### config.mk
export PLATFORM = sky130hd
export DESIGN_NAME = detector_jogada
export DESIGN_NICKNAME = d
export VERILOG_FILES = /design/src/rtl/detector_jogada_pkg.sv /design/src/rtl/sincronizador_botoes.sv /design/src/rtl/detector_jogada.sv
export SDC_FILE = /design/constraint.sdc
export NUM_CORES = 1
export LEC_CHECK = 0
export ABC_CLOCK_PERIOD_IN_PS = 2480
export BUFFER_PORTS_ARGS = -buffer_cell sky130_fd_sc_hd__buf_2
export CORE_MARGIN = 2
export CORE_UTILIZATION = 35
export CTS_CLUSTER_SIZE = 40
export DETAILED_ROUTE_END_ITERATION = 8
export PLACE_DENSITY = 0.51
export REMOVE_ABC_BUFFERS = 1
export SLEW_MARGIN = 15
export SYNTH_ARGS = -nofsm -noshare
export SYNTH_HDL_FRONTEND = slang
export SYNTH_SLANG_ARGS = --single-unit
### constraint.sdc
create_clock -name clock -period 2.48 [get_ports clock]
set_input_delay 0.496 -clock clock [delete_from_list [all_inputs] [get_ports clock]]
set_output_delay 0.496 -clock clock [all_outputs]
set_load 0.01 [all_outputs]
### src/rtl/detector_jogada_pkg.sv
// -----------------------------------------------------------------------------
// detector_jogada_pkg
// Shared game constants: play-detector FSM state codes, the default debounce
// length, and the control-unit state codes used elsewhere in the game.
// No ports (package).
// -----------------------------------------------------------------------------
package detector_jogada_pkg;

   // 1 ms at 50 MHz
   localparam int unsigned DEBOUNCE_CYCLES_DEFAULT = 50000;
   localparam int unsigned N_BOTOES_DEFAULT        = 4;

   // Play-detector FSM
   localparam logic [1:0] OCIOSO       = 2'd0;
   localparam logic [1:0] ESTABILIZA   = 2'd1;
   localparam logic [1:0] PULSO        = 2'd2;
   localparam logic [1:0] ESPERA_SOLTA = 2'd3;

   // Control-unit FSM
   localparam logic [2:0] UC_INICIAL       = 3'd0;
   localparam logic [2:0] UC_PREPARA       = 3'd1;
   localparam logic [2:0] UC_ESPERA_JOGADA = 3'd2;
   localparam logic [2:0] UC_COMPARA       = 3'd3;
   localparam logic [2:0] UC_FIM           = 3'd4;

endpackage

### src/rtl/sincronizador_botoes.sv
// -----------------------------------------------------------------------------
// sincronizador_botoes
// N-bit two-flop synchronizer for raw asynchronous button inputs.
// Ports:
//   clock   - system clock
//   reset   - asynchronous reset, active-low (clears both stages)
//   entrada - raw asynchronous inputs
//   saida   - inputs synchronized to clock (two-cycle delay)
// -----------------------------------------------------------------------------
module sincronizador_botoes #(
   parameter int unsigned N = 4
) (
   input  logic         clock,
   input  logic         reset,
   input  logic [N-1:0] entrada,
   output logic [N-1:0] saida
);

   logic [N-1:0] estagio1;

   always_ff @(posedge clock or negedge reset) begin
      if (!reset) begin
         estagio1 <= '0;
         saida    <= '0;
      end else begin
         estagio1 <= entrada;
         saida    <= estagio1;
      end
   end

endmodule

### src/rtl/detector_jogada.sv
// -----------------------------------------------------------------------------
// detector_jogada
// Debounces the answer buttons and reports one play per press.
// Ports:
//   clock        - system clock, all state changes on rising edge
//   reset        - asynchronous reset, active-low
//   botoes       - raw answer buttons, active-high, asynchronous
//   habilita     - a new press is accepted only while high
//   limpa        - synchronous clear of jogada
//   jogada_feita - one-cycle pulse when a debounced play is accepted
//   jogada       - one-hot code of the last accepted button
//   db_estado    - current FSM state, for debug
// -----------------------------------------------------------------------------
module detector_jogada
   import detector_jogada_pkg::*;
#(
   parameter int unsigned DEBOUNCE_CYCLES = DEBOUNCE_CYCLES_DEFAULT,
   parameter int unsigned N_BOTOES        = N_BOTOES_DEFAULT
) (
   input  logic                clock,
   input  logic                reset,
   input  logic [N_BOTOES-1:0] botoes,
   input  logic                habilita,
   input  logic                limpa,
   output logic                jogada_feita,
   output logic [N_BOTOES-1:0] jogada,
   output logic [1:0]          db_estado
);

   localparam int unsigned    CW        = $clog2(DEBOUNCE_CYCLES);
   localparam logic [CW-1:0]  CONT_MAX  = CW'(DEBOUNCE_CYCLES - 1);

   logic [1:0]          estado;
   logic [N_BOTOES-1:0] bs;
   logic [N_BOTOES-1:0] cand;
   logic [CW-1:0]       contador;
   logic                um_quente;
   logic                estavel;
   logic                fim_contagem;
   logic                carrega_jogada;

   sincronizador_botoes #(
      .N (N_BOTOES)
   ) u_sinc (
      .clock   (clock),
      .reset   (reset),
      .entrada (botoes),
      .saida   (bs)
   );

   always_comb begin
      // exactly one bit set: nonzero and clearing the lowest set bit leaves 0
      um_quente    = (bs != '0) && ((bs & (bs - 1'b1)) == '0);
      estavel      = habilita && (bs == cand);
      fim_contagem = (contador == CONT_MAX);
      // jogada is loaded on the edge entering PULSO and again while in PULSO,
      // so a limpa overlapping either edge cannot erase the new play
      carrega_jogada = ((estado == ESTABILIZA) && estavel && fim_contagem) ||
                       (estado == PULSO);
   end

   always_ff @(posedge clock or negedge reset) begin
      if (!reset) begin
         estado   <= OCIOSO;
         cand     <= '0;
         contador <= '0;
      end else begin
         case (estado)
            OCIOSO: begin
               if (habilita && um_quente) begin
                  cand     <= bs;
                  contador <= '0;
                  estado   <= ESTABILIZA;
               end
            end
            ESTABILIZA: begin
               if (estavel) begin
                  if (fim_contagem) begin
                     contador <= '0;
                     estado   <= PULSO;
                  end else begin
                     contador <= contador + 1'b1;
                  end
               end else begin
                  contador <= '0;
                  estado   <= OCIOSO;
               end
            end
            PULSO: begin
               contador <= '0;
               estado   <= ESPERA_SOLTA;
            end
            ESPERA_SOLTA: begin
               // counts consecutive all-released cycles; any press restarts it
               if (bs != '0) begin
                  contador <= '0;
               end else if (fim_contagem) begin
                  contador <= '0;
                  estado   <= OCIOSO;
               end else begin
                  contador <= contador + 1'b1;
               end
            end
            default: begin
               contador <= '0;
               estado   <= OCIOSO;
            end
         endcase
      end
   end

   always_ff @(posedge clock or negedge reset) begin
      if (!reset) begin
         jogada <= '0;
      end else if (carrega_jogada) begin
         jogada <= cand;
      end else if (limpa) begin
         jogada <= '0;
      end
   end

   assign jogada_feita = (estado == PULSO);
   assign db_estado    = estado;

endmodule

After elaboration in Yosys (flattened, before gate mapping). Index checks and enable logic that the tools add are counted.

Register bits after elaboration: 34. Latch bits: 0. Memory bits (writable): 0. Memory bits (read-only): 0. Bits of input ports: 8. Output and inout bits: 7. Word-level logic and storage cells: 43. Memories kept: 0.

$add $sub $neg: 2. Multipliers: 0. Divide/modulo/power cells: 0. $lt $le $gt $ge: 0. Equality and inequality tests: 9. Shift-type cells: 0. Mux-type cells: 13. Bitwise operators: 1. Reduce and logical (&&, ||, !) cells: 12.

Operators with widths (count): two-way mux 16 bit (4); one-hot mux 16 bit (4 select lines) (1); adder 16 x 1 -> 16 bit (second input constant) (1); == test 16 bit (second input constant) (1); two-way mux 2 bit (5); two-way mux 4 bit (2); one-hot mux 2 bit (4 select lines) (1); != test 2 bit (second input constant) (3); logical AND 1 bit (5); AND 4 bit (1); == test 2 bit (second input constant) (2); == test 4 bit (1); logical NOT 4 bit (1); AND reduction 4 bit (1); nonzero test 4 bit (1); subtractor 4 x 1 -> 4 bit (second input constant) (1); != test 3 bit (second input constant) (1); == test 2 x 1 -> 1 bit (second input constant) (1); logical NOT 2 bit (1); AND reduction 2 bit (1); nonzero test 2 bit (1); logical OR 1 bit (1).

Logic depth before layout (Yosys ltp).
Word-level depth: 7. Depth in mapped cells: 8. Depth with buffers taken out: 6.

Hierarchy. From an unflattened synthesis, not the netlist that was laid out.

Cells, all modules: 163. Area, all modules: 1785.5 sq um.

Modules (own cells, without submodules): detector_jogada (instances 1, cells an instance 155, area an instance 1585.3 sq um, seq. area each 650.6 sq um); sincronizador_botoes (instances 1, cells an instance 8, area an instance 200.2 sq um, seq. area each 200.2 sq um).

Worst setup path after synthesis. No wires, ideal clock.

Path type: register -> register. Start point: register contador[0]. End point: register jogada[0]. Library setup time: 125 ps. Arrival time: 1685 ps. Data required time: 2355 ps. Setup slack: 671 ps. Cell stages (with the launch flop): 8. Buffers on the path: 1. Period minus slack after synthesis: 1809 ps. Cell sequence: dfrtp_1 -> ha_1 -> and3_1 -> buf_4 -> nand4_1 -> nor3_1 -> nor2_1 -> mux2_2.

Cells in the longest elaborated chain, start to end: 4. Elaborated cells on any way between the ends: 5. Classes of those cells: 1 x eq/ne; 1 x mux; 3 x reduce/logical.

RTL lines: start, declared (line detector_jogada.sv:36) `logic [CW-1:0] contador;`; start signal, assigned (line detector_jogada.sv:82) `contador <= contador + 1'b1;`; start signal, assigned (line detector_jogada.sv:101) `contador <= contador + 1'b1;`; == test 16 bit * (line detector_jogada.sv:55) `fim_contagem = (contador == CONT_MAX);`; logical AND 1 bit * (line detector_jogada.sv:58) `carrega_jogada = ((estado == ESTABILIZA) && estavel && fim_contagem) ||`; logical OR 1 bit * (line detector_jogada.sv:58); two-way mux 4 bit or nonzero test 2 bit (tied branches); end signal, assigned (line detector_jogada.sv:116) `jogada <= cand;`; end, declared (line detector_jogada.sv:26) `output logic [N_BOTOES-1:0] jogada,`.

Mark *: on every way between the ends. The rest lies on a longest branch, timed or not. A chain may end at the register's enable or synchronous reset.

Worst setup path after layout.
Start point: register contador[0]. End point: register contador[15].

Cells in the longest elaborated chain, start to end: 4. Elaborated cells on any way between the ends: 6. Classes of those cells: 1 x add/sub; 1 x eq/ne; 4 x mux.

RTL lines: adder 16 x 1 -> 16 bit or == test 16 bit (tied branches) (line detector_jogada.sv:82, detector_jogada.sv:101, detector_jogada.sv:55); two-way mux 16 bit * (line detector_jogada.sv:78, detector_jogada.sv:97); two-way mux 16 bit (on tied branches) (line detector_jogada.sv:95, detector_jogada.sv:77); one-hot mux 16 bit (4 select lines) * (line detector_jogada.sv:68) `case (estado)`.

Marked as above.

==> flow_metrics.py <==
metrics = {
    "logic_synthesis": {
        "yosysSeqAreaShare": 0.473,
        "synthArstFlopShare": 1.00,
        "synth_largest_area_cell": "dfrtp_1",
        "synthTopCellsByCount": "34 x dfrtp_1, 16 x nand2_1, 12 x nand3_1",
        "yosys_most_used_dff": "dfrtp_1",
        "ys_top_cells_by_area": "dfrtp_1 47%, mux2_2 5.0%, nand3_1 3.3%",
        "syn_inst": 168,
        "yosysWarningCount": 0,
        "synth_top_family_by_area": "simple AND/OR/NAND/NOR gates",
        "yosys.area_share.xor_xnor": 0.0341,
        "synth_mux_area_frac": 0.0612,
        "synth-adder-area-share": 0.00695,
        "synth_compound_area_frac": 0.124,
        "yosys.area_share.simple": 0.269,
        "yosysMostFrequentCell": "dfrtp_1",
        "ys_ff_latch": 34,
        "syn_area_sq_um": 1800,
        "ys_types": 42,
        "syn_avg_cell_area_sq_um": 10.7,
        "synth_top_area_frac": 0.473,
        "synth_edf_count": 0,
    },
    "floorplan": {
        "chipWidth_um": 75.7,
        "initial_core_util": 0.357,
        "boundaryPins": 15,
        "dieArea_sq_um": 5730,
        "coreArea_sq_um": 5040,
        "die_h_um": 75.7,
        "fp-row-count": 26,
    },
    "final_layout": {
        "final.fill_count": 484,
        "instances_no_fill": 256,
        "drive_gt1_frac": 0.253,
        "nets": 194,
        "final_cell_area_sq_um": 2060,
        "syn_to_final_growth_pct": 14.3,
        "antenna_cells": 0,
    },
    "detailed_routing": {
        "drtIter0Drc": 122,
        "drtAntennaViolNets": 0,
        "wl_per_cell_um": 14.5,
        "first_pass_iters": 4,
        "vias": 1362,
        "drc": 0,
        "met3_length_um": 141,
        "wl_met2_um": 1770,
        "wl_um": 3710,
        "route.top_layer_used": "met4",
        "routed_via_density": 5.32,
        "wl_met1_um": 1710,
    },
    "clock_network": {
        "cts_num_sinks": 34,
        "clock_path_buffers": 2,
        "cts.clk_slew.worst_paths_ns": 0.08,
        "cts_htree_levels": 2,
        "cts_tree": "yes",
        "cts_setup_buffers": 0,
        "cts_hold_buf": 0,
        "clockRootBuffer": "clkbuf_8",
        "insertion_delay_ns": 0.29,
        "cts_buffers": 5,
        "cts_resized": 0,
    },
    "pwr": {
        "p_per_area_nw_per_um2": 605,
        "p_leak_nw": 0.857,
        "vdd_drop_max_uv": 356,
    },
    "sta": {
        "tightest_slew_ns": 0.750,
        "finalHoldViolCount": 0,
        "fmax_mhz": 490,
        "final_max_slew_viol_count": 0,
        "tns_ns": 0,
        "rsz0062_at_grt": "no",
        "skew_ns": 0.00650,
        "finalCritPeriodShare": 0.823,
        "setup_viol": 0,
        "post-route-min-period_ns": 2.04,
        "max_slew_margin": 0.500,
        "hold_slack_ns": 0.273,
    },
    "worst_setup_path": {
        "r2r-start": "contador[0]",
        "cpMaxStageDelayCell": "dfrtp_1",
        "cp_cell_sequence": "ha_1, and3_1, and4_1, nor2_4, and2_1, a221o_2",
        "crit_type": "reg -> reg",
        "worstPathRequired_ns": 2.65,
        "crit_arrival_ns": 2.21,
        "start_kind": "flip-flop",
        "cp-startpoint": "contador[0]",
        "crit_path_max_incr_delay_ns": 0.42,
        "critPathMaxFanout": 18,
        "end_kind": "flip-flop",
    },
    "global_routing": {
        "track_usage": 0.153,
        "grt_pass1_vias": 1356,
        "antenna_found_initial": 0,
        "grt-ovfl-total": 0,
        "grt_max_degree": 35,
        "grt_pass1_wl_um": 6530,
    },
    "status": {
        "status": "finished clean",
    },
    "place": {
        "placed_area_sq_um": 1910,
        "place_inst": 248,
        "gp_congestion": 0.752,
        "io_buffers": 14,
        "dpl.hpwl_um": 2540,
    },
    "run": {
        "cap_viol_max_count": 0,
    },
    "worst_hold_path": {
        "hold_path_class": "in -> async",
    },
}
where the power goes:
group / total [mW] / internal, mW / leakage [nW] / switching [mW]
registers: 0.569 / 0.561 / 0.446 / 0.00749
clock network: 0.640 / 0.429 / 0.0714 / 0.211
logic: 0.0364 / 0.0123 / 0.340 / 0.0241
total: 1.24 / 1.00 / 0.857 / 0.243
sequential cells by signal (all words and copies together), names as in the netlist, named ones only:
register	cells
cand	4
jogada	4
contador	16
db_estado	1
u_sinc.estagio1	4
u_sinc.saida	4
critical path: cells and delay by family (launching register included):
kind	cells	cell delay, ns
and+or+nand+nor	4	0.92
adders and majority gates	1	0.25
DFF	1	0.42
AOI/OAI and AO/OA	1	0.33
metrics by stage:
stage / total power [mW] / setup slack [ns] / utilization
final: 1.24 / 0.440 / 0.408
after global routing: 1.29 / 0.264 / 0.408
after CTS: 1.26 / 0.441 / 0.408
after detailed placement: 0.617 / 0.459 / 0.380
after global placement: 0.616 / 0.550 / 0.380
after floorplan: 0.594 / 0.654 / -
worst paths after layout:
kind,cells past startpoint,slack [ns],end
max reg2reg,6,0.44,contador[15]
max in group asynchronous,1,1.73,contador[14]
min reg2reg,0,0.35,u_sinc.saida[3]
min,1,0.27,contador[3]
max,6,0.44,contador[15]
min in group clock,1,0.31,u_sinc.estagio1[0]
cell type report:
cell class	instances	area, sq um	share of cell area
flip-flops and latches	34	851	0.414
clock buffers	6	82.6	0.0401
well taps	70	87.6	0.0426
clock inverters	2	60.1	0.0292
inverters	4	15.0	0.00730
multi-input cells	126	891	0.433
repair buffers	14	70.1	0.0341
kinds of logic after synthesis:
logic type	after synthesis
AND/OR/NAND/NOR	79
flip-flops	34
AO/OA/AOI/OAI	29
multiplexers	10
buffers and inverters	8
XOR/XNOR	7
adder cells (fa/ha/maj)	1
cell usage in the layout, fill, tap and decap left out, types with 2 or more instances in the layout:
master / synthesis / final
mux2_2: 8 / 8
and4bb_2: 2 / 2
and2_1: 3 / 3
nand3_2: 2 / 2
or2_2: 3 / 3
and3_1: 4 / 4
nand2_1: 16 / 16
o211ai_1: 7 / 7
nand4_1: 8 / 8
buf_2: 0 / 14
xnor2_1: 5 / 5
nor2_1: 6 / 6
and4_1: 5 / 5
inv_1: 4 / 4
nand3_1: 12 / 12
o21ai_0: 8 / 8
nor3_1: 5 / 5
a21oi_1: 2 / 2
nor2b_1: 4 / 4
dfrtp_1: 34 / 34
bufinv_16: 0 / 2
a31oi_1: 4 / 4
mux2i_1: 2 / 2
xor2_1: 2 / 2
clkbuf_8: 0 / 6
layer usage:
metal / GRT usage / vias up
met4: 0.0682 / 0
met1: 0.202 / 669
met2: 0.235 / 25
met3: 0.0423 / 11
li1: - / 657
met5: 0 / -
(Power assumes the default switching activity.)
